## src/rtl/ram_arb_pkg.sv

```systemverilog
// Shared types and helpers for the RAM port arbiter.
// The optional ownership feature is enabled with the RAM_ARB_LOCK_EN macro (see ram_port_arbiter).
package ram_arb_pkg;

  localparam int unsigned MAX_REQ = 32;
  localparam int unsigned PICK_IW = 5;

  typedef enum logic [1:0] {
    ARB    = 2'd0,
    ACCESS = 2'd1,
    RDWAIT = 2'd2
  } arb_state_t;

  typedef struct packed {
    logic               found;
    logic [PICK_IW-1:0] idx;
  } rr_pick_t;

  // Requester index width; never below one bit
  function automatic int unsigned idx_width(input int unsigned n);
    return (n > 1) ? 32'($clog2(n)) : 32'd1;
  endfunction

  // First set request scanning ptr+1 upward with wrap-around back to ptr
  function automatic rr_pick_t rr_pick(input logic [MAX_REQ-1:0] req,
                                       input int unsigned         nreq,
                                       input int unsigned         ptr);
    rr_pick_t    r;
    int unsigned i;
    r = '0;
    for (int unsigned k = 1; k <= MAX_REQ; k++) begin
      if (!r.found && (k <= nreq)) begin
        i = ptr + k;
        if (i >= nreq) i = i - nreq;
        if (req[PICK_IW'(i)]) begin
          r.found = 1'b1;
          r.idx   = PICK_IW'(i);
        end
      end
    end
    return r;
  endfunction

endpackage

```

## src/rtl/ram_arb_rr_picker.sv

```systemverilog
// Combinational rotate-priority encoder: winner index after ptr, plus any-request flag.
module ram_arb_rr_picker
  import ram_arb_pkg::*;
#(
  parameter int unsigned NREQ = 2,
  parameter int unsigned IW   = 1
) (
  input  logic [NREQ-1:0] req,
  input  logic [IW-1:0]   ptr,
  output logic [IW-1:0]   idx_c,
  output logic            any_c
);

  rr_pick_t pick;

  // Rotate-priority search over the request vector
  always_comb begin
    pick  = rr_pick(MAX_REQ'(req), NREQ, 32'(ptr));
    idx_c = IW'(pick.idx);
    any_c = pick.found;
  end

endmodule

```

## src/rtl/ram_port_arbiter.sv

```systemverilog
// Round-robin arbiter sharing one single-port RAM between NREQ requesters.
// Define RAM_ARB_LOCK_EN to let a requester hold ownership across accesses (atomic RMW).
module ram_port_arbiter
  import ram_arb_pkg::*;
#(
  parameter int unsigned NREQ       = 2,
  parameter int unsigned ADDR_WIDTH = 8,
  parameter int unsigned DATA_WIDTH = 8
) (
  input  logic                       clk,
  input  logic                       rst,
  input  logic [NREQ-1:0]            req,
  input  logic [NREQ-1:0]            we,
  input  logic [NREQ*ADDR_WIDTH-1:0] addr,
  input  logic [NREQ*DATA_WIDTH-1:0] wdata,
  input  logic [NREQ-1:0]            lock,
  output logic [NREQ-1:0]            gnt,
  output logic [NREQ-1:0]            rvalid,
  output logic [DATA_WIDTH-1:0]      rdata,
  output logic                       mem_wr,
  output logic                       mem_rd,
  output logic [ADDR_WIDTH-1:0]      mem_addr,
  output logic [DATA_WIDTH-1:0]      mem_wdata,
  input  logic [DATA_WIDTH-1:0]      mem_rdata,
  output logic                       busy
);

  localparam int unsigned IW = idx_width(NREQ);

  arb_state_t            state_q, state_d;
  logic [IW-1:0]         win_q, win_d;
  logic [IW-1:0]         ptr_q, ptr_d;
  logic                  we_q, we_d;
  logic [NREQ-1:0]       gnt_d, rvalid_d;
  logic [DATA_WIDTH-1:0] rdata_d, mem_wdata_d;
  logic [ADDR_WIDTH-1:0] mem_addr_d;
  logic                  mem_wr_d, mem_rd_d, busy_d;
  logic [NREQ-1:0]       eff_req_c;
  logic [IW-1:0]         pick_idx_c;
  logic                  pick_any_c;

  ram_arb_rr_picker #(
    .NREQ (NREQ),
    .IW   (IW)
  ) u_picker (
    .req   (eff_req_c),
    .ptr   (ptr_q),
    .idx_c (pick_idx_c),
    .any_c (pick_any_c)
  );

`ifdef RAM_ARB_LOCK_EN
  logic          own_v_q;
  logic [IW-1:0] own_q;
  logic          lock_q;

  // Ownership: taken or dropped at each grant, released when the owner stops requesting
  always_ff @(posedge clk or posedge rst) begin
    if (rst) begin
      own_v_q <= 1'b0;
      own_q   <= '0;
      lock_q  <= 1'b0;
    end else begin
      case (state_q)
        ARB: begin
          if (own_v_q && !req[own_q]) own_v_q <= 1'b0;
          if (pick_any_c) lock_q <= lock[pick_idx_c];
        end
        ACCESS: begin
          own_v_q <= lock_q;
          own_q   <= win_q;
        end
        default: ;
      endcase
    end
  end

  // While owned and still requesting, only the owner is eligible
  always_comb begin
    eff_req_c = req;
    if (own_v_q && req[own_q]) eff_req_c = NREQ'(1) << own_q;
  end
`else
  logic unused_lock;
  assign unused_lock = ^lock;
  assign eff_req_c   = req;
`endif

  // Next-state and next-output logic
  always_comb begin
    state_d     = state_q;
    win_d       = win_q;
    we_d        = we_q;
    ptr_d       = ptr_q;
    gnt_d       = '0;
    rvalid_d    = '0;
    rdata_d     = rdata;
    mem_wr_d    = 1'b0;
    mem_rd_d    = 1'b0;
    mem_addr_d  = '0;
    mem_wdata_d = '0;
    case (state_q)
      ARB: begin
        if (pick_any_c) begin
          win_d      = pick_idx_c;
          we_d       = we[pick_idx_c];
          gnt_d      = NREQ'(1) << pick_idx_c;
          mem_wr_d   = we[pick_idx_c];
          mem_rd_d   = ~we[pick_idx_c];
          mem_addr_d = addr[pick_idx_c*ADDR_WIDTH +: ADDR_WIDTH];
          if (we[pick_idx_c]) mem_wdata_d = wdata[pick_idx_c*DATA_WIDTH +: DATA_WIDTH];
          state_d    = ACCESS;
        end
      end
      ACCESS: begin
        ptr_d   = win_q;
        state_d = we_q ? ARB : RDWAIT;
      end
      RDWAIT: begin
        rdata_d  = mem_rdata;
        rvalid_d = NREQ'(1) << win_q;
        state_d  = ARB;
      end
      default: state_d = ARB;
    endcase
    busy_d = (state_d != ARB);
  end

  // State, capture and output registers
  always_ff @(posedge clk or posedge rst) begin
    if (rst) begin
      state_q   <= ARB;
      win_q     <= '0;
      we_q      <= 1'b0;
      ptr_q     <= IW'(NREQ - 1);
      gnt       <= '0;
      rvalid    <= '0;
      rdata     <= '0;
      mem_wr    <= 1'b0;
      mem_rd    <= 1'b0;
      mem_addr  <= '0;
      mem_wdata <= '0;
      busy      <= 1'b0;
    end else begin
      state_q   <= state_d;
      win_q     <= win_d;
      we_q      <= we_d;
      ptr_q     <= ptr_d;
      gnt       <= gnt_d;
      rvalid    <= rvalid_d;
      rdata     <= rdata_d;
      mem_wr    <= mem_wr_d;
      mem_rd    <= mem_rd_d;
      mem_addr  <= mem_addr_d;
      mem_wdata <= mem_wdata_d;
      busy      <= busy_d;
    end
  end

endmodule
```

## config.mk

```make
export PLATFORM = sky130hd
export DESIGN_NAME = ram_port_arbiter
export DESIGN_NICKNAME = d
export VERILOG_FILES = /design/src/rtl/ram_arb_pkg.sv /design/src/rtl/ram_arb_rr_picker.sv /design/src/rtl/ram_port_arbiter.sv
export SDC_FILE = /design/constraint.sdc
export NUM_CORES = 1
export LEC_CHECK = 0
export BUFFER_PORTS_ARGS = -buffer_cell sky130_fd_sc_hd__buf_4
export CAP_MARGIN = 20
export CELL_PAD_IN_SITES_DETAIL_PLACEMENT = 0
export CELL_PAD_IN_SITES_GLOBAL_PLACEMENT = 1
export CORE_UTILIZATION = 29
export DETAILED_ROUTE_END_ITERATION = 7
export GPL_ROUTABILITY_DRIVEN = 0
export HOLD_SLACK_MARGIN = 0.06
export PLACE_DENSITY = 0.75
export SETUP_SLACK_MARGIN = 0.5
export SLEW_MARGIN = 10
export SYNTH_ARGS = -nofsm -noshare
export SYNTH_HDL_FRONTEND = slang
export SYNTH_SLANG_ARGS = --single-unit
export TNS_END_PERCENT = 30
```

## constraint.sdc

```tcl
create_clock -name clk -period 1.35 [get_ports clk]
set_clock_uncertainty 0.05 [all_clocks]
set_input_delay 0.135 -clock clk [delete_from_list [all_inputs] [get_ports clk]]
set_output_delay 0.135 -clock clk [all_outputs]
set_load 0.05 [all_outputs]
```

==> run_results.csv <==
group,metric,value,unit
synth,synth_mux_area_share,8.34,%
clock_tree,cts_tree,"done",
clock_tree,cts_sinks,36,
grt,grt_pass1_wl,4.65,mm
floorplan,die_h,69.5,um
grt,grt-ovfl-total,0,
synth,synth_edf_count,0,
cells_and_area,drive_gt1_share,61.5,%
synth,synth-compound-area-share,13.2,%
synth,synth_area_leaders,"dfrtp_1 66%, a22o_1 11%, mux2_2 6.8%",
synth,synth.most_common_cell,"dfrtp_1",
worst_hold_path,hold_path_class,"in -> reg",
clock_tree,cts_buffers,5,
power,leakage,1.10,nW
critical_path,r2r_cells,3,
power,p_switching,2.17,mW
clock_tree,htree_num_levels,2,
critical_path,arrival,1470,ps
grt,track_usage,12.7,%
clock_tree,clk_latency,280,ps
worst_hold_path,holdPathEnd,"mem_addr[6]$_DFF_PP0_",
route,ant_nets,0,
synth,synth_top_area_share,66.4,%
sta,fmax,770,MHz
floorplan,rows,24,
floorplan,initial_core_util,30.3,%
route,m1WireLength,1.15,mm
power,irDropWorstVdd,0.678,mV
route,top_layer_used,"met4",
synth,synth_top_family_by_area,"compound AO/OA/AOI/OAI gates",
power,p_int,2.85,mW
placed_design,dpl_worst_slack,-7.99,ps
floorplan,die_area,0.00483,mm2
placed_design,dpl_cell_area,0.00193,mm2
synth,syn_area_per_cell,14.7,um2
synth,synthDistinctLibCells,21,
sta,slew_headroom,84.2,%
critical_path,path_buf_inv,0,
cells_and_area,final_area,0.00210,mm2
clock_tree,root_buffer,"clkbuf_8",
sta,slew_viol_final,0,
route,wl_per_cell,13.1,um
critical_path,slowest_delay,570,ps
route,dr_wl_met3,177,um
placed_design,dp_cells,215,
power,p_clk_share,16.1,%
sta,rsz0062_at_grt,"true",
sta,finalCriticalPeriod,1300,ps
worst_hold_path,holdPathStages,2,
grt,grt_pass1_vias,1035,
floorplan,fp.dieW,69.5,um
route,drc,0,
power,power_frac_comb,50.6,%
critical_path,r2r_slack,50,ps
synth,synth_seq_cells,36,
sta,finalSetupTns,0,ps
grt,grt_max_degree,21,
critical_path,reg2reg_from,"ptr_q$_DFFE_PP1N_",
placed_design,dp_hpwl,2.32,mm
power,p_sw_share,43.2,%
synth,yosys_warnings,0,
sta,setup_viol,0,
synth,synthCells,90,
sta,worst_pin_slew,237,ps
sta,hold_ws,21.8,ps
clock_tree,clk_pin_slew_worst_paths,70,ps
synth,ys_async_sr_fraction,100,%
synth,synth-adder-area-share,0,%
critical_path,worstPathCellList,"nor2b_2, and4b_2, a22o_1",
route,vias,982,
run_status,outcome,"completed",
critical_path,crit_path_top_delay_cell,"dfstp_2",
synth,synth_simple_gate_area_share,6.16,%
power,report.power.total,5.01,mW
cells_and_area,nets,221,
grt,antenna_found_initial,0,
synth,ys.flop_type,"dfrtp_1",
synth,syn-cell-area,0.00132,mm2
floorplan,coreArea,0.00435,mm2
run,cap_violations,0,
critical_path,startpoint_type,"flop",
critical_path,worstSetupPathType,"reg -> reg",
route,wl,2.96,mm
critical_path,critPathTopFamily,"flip-flops",
synth,synth_nets,138,
cells_and_area,diodes,0,
critical_path,worst_setup_path_end_kind,"flop",
power,power_density,2390,mW/mm2
synth,synth-xor-area-share,0,%
clock_tree,clock_tree.buffer_depth,2,
route,routed-wl-met2,1.59,mm
synth,yosysTopAreaCell,"dfrtp_1",
worst_hold_path,min_from,"addr[14]",
floorplan,io_pins,79,
cells_and_area,fin_cells,226,
critical_path,crit_fanout,8,
cells_and_area,syn_to_final_growth,58.8,%
power,seq_power_share,33.3,%
route,via_per_inst,4.35,
synth,ys_seq_area_share,68.3,%
critical_path,r2r_end,"mem_wdata[2]$_DFF_PP0_",
route,drtIter0Drc,40,
critical_path,crit_required,1520,ps
placed_design,port_buffers,76,
clock_tree,cts_hold_buf,1,
sta,hold_violations,0,
cells_and_area,fillers,393,
sta,fin_crit_sh,96.2,%
route,first_pass_iters,4,
synth,netlist_top_cells_count,"35 x dfrtp_1, 16 x a22o_1, 8 x mux2_2",
cells_and_area,utilization,48.1,%
sta,finalWorstSetupSlack,50.8,ps
==> cell type report <==
| class | count | area, um2 | area share (%) |
|---|---|---|---|
| well taps | 52 | 65.1 | 3.10 |
| clock buffers | 8 | 100 | 4.78 |
| repair buffers | 81 | 611 | 29.1 |
| multi-input cells | 45 | 402 | 19.2 |
| inverters | 4 | 15.0 | 0.716 |
| flip-flops and latches | 36 | 903 | 43.1 |
==> repair_timing <==
item / 4_1_cts / 5_1_grt
setup endpoints to repair: 66 / 67
hold endpoints to repair: 59 / 24
gates resized for setup: 7 / 6
setup buffers: 1 / 1
gates cloned: 0 / 0
pin swaps: 8 / 1
==> routing by layer <==
metal	track usage, %	up-vias
met5	0	-
met3	3.63	4
met4	8.16	0
met2	21.4	31
li1	-	481
met1	14.0	466
==> cells by family after synthesis <==
group	after synthesis
AO/OA/AOI/OAI	21
AND/OR/NAND/NOR	14
flip-flops	36
multiplexers	10
buffers and inverters	9
==> sequential cells by signal, summed over array words and instances, names as in the netlist <==
| signal | flops |
|---|---|
| mem_wr | 1 |
| busy | 1 |
| mem_rd | 1 |
| mem_addr | 8 |
| win_q | 1 |
| ptr_q | 1 |
| we_q | 1 |
| rdata | 8 |
| mem_wdata | 8 |
| gnt | 2 |
| state_q | 2 |
| rvalid | 2 |
==> worst max path at each step <==
stage / startpoint / end / slack (ps) / cells after the start
after global placement: state_q[1]$_DFF_PP0_ / mem_wdata[2]$_DFF_PP0_ / 30 / 3
after global routing: ptr_q$_DFFE_PP1N_ / mem_wdata[2]$_DFF_PP0_ / 30 / 3
final: ptr_q$_DFFE_PP1N_ / mem_wdata[2]$_DFF_PP0_ / 50 / 3
after detailed placement: state_q[1]$_DFF_PP0_ / mem_wdata[2]$_DFF_PP0_ / -8 / 3
after CTS: ptr_q$_DFFE_PP1N_ / mem_wdata[2]$_DFF_PP0_ / 70 / 3
after floorplan: ptr_q$_DFFE_PP1N_ / mem_wdata[0]$_DFF_PP0_ / 150 / 4
==> power groups by stage <==
stage                     Combinational (mW)  Clock (mW)  Sequential, mW
final                                   2.54       0.808            1.67
after global routing                    2.65       0.885            1.72
after CTS                               2.48       0.831            1.67
after detailed placement                2.44           0            1.67
after global placement                  2.41           0            1.65
after floorplan                        0.644           0            2.77
==> cell usage in the layout (no fill, tap or decap), drive strengths merged <==
cell         netlist  routed
nor2b              2       2
mux2i              2       2
clkbuf             0       8
inv                4       4
dlygate4sd3        0       1
buf                5      80
and3b              1       1
a21o               1       1
and2               1       1
nor2               5       5
nand2              1       1
mux2               8       8
a21boi             1       1
o21ai              3       3
nand2b             2       2
and3               1       1
and4b              1       1
a22o              16      16
dfrtp             35      35
dfstp              1       1
Power figures use the tool's default switching activity.
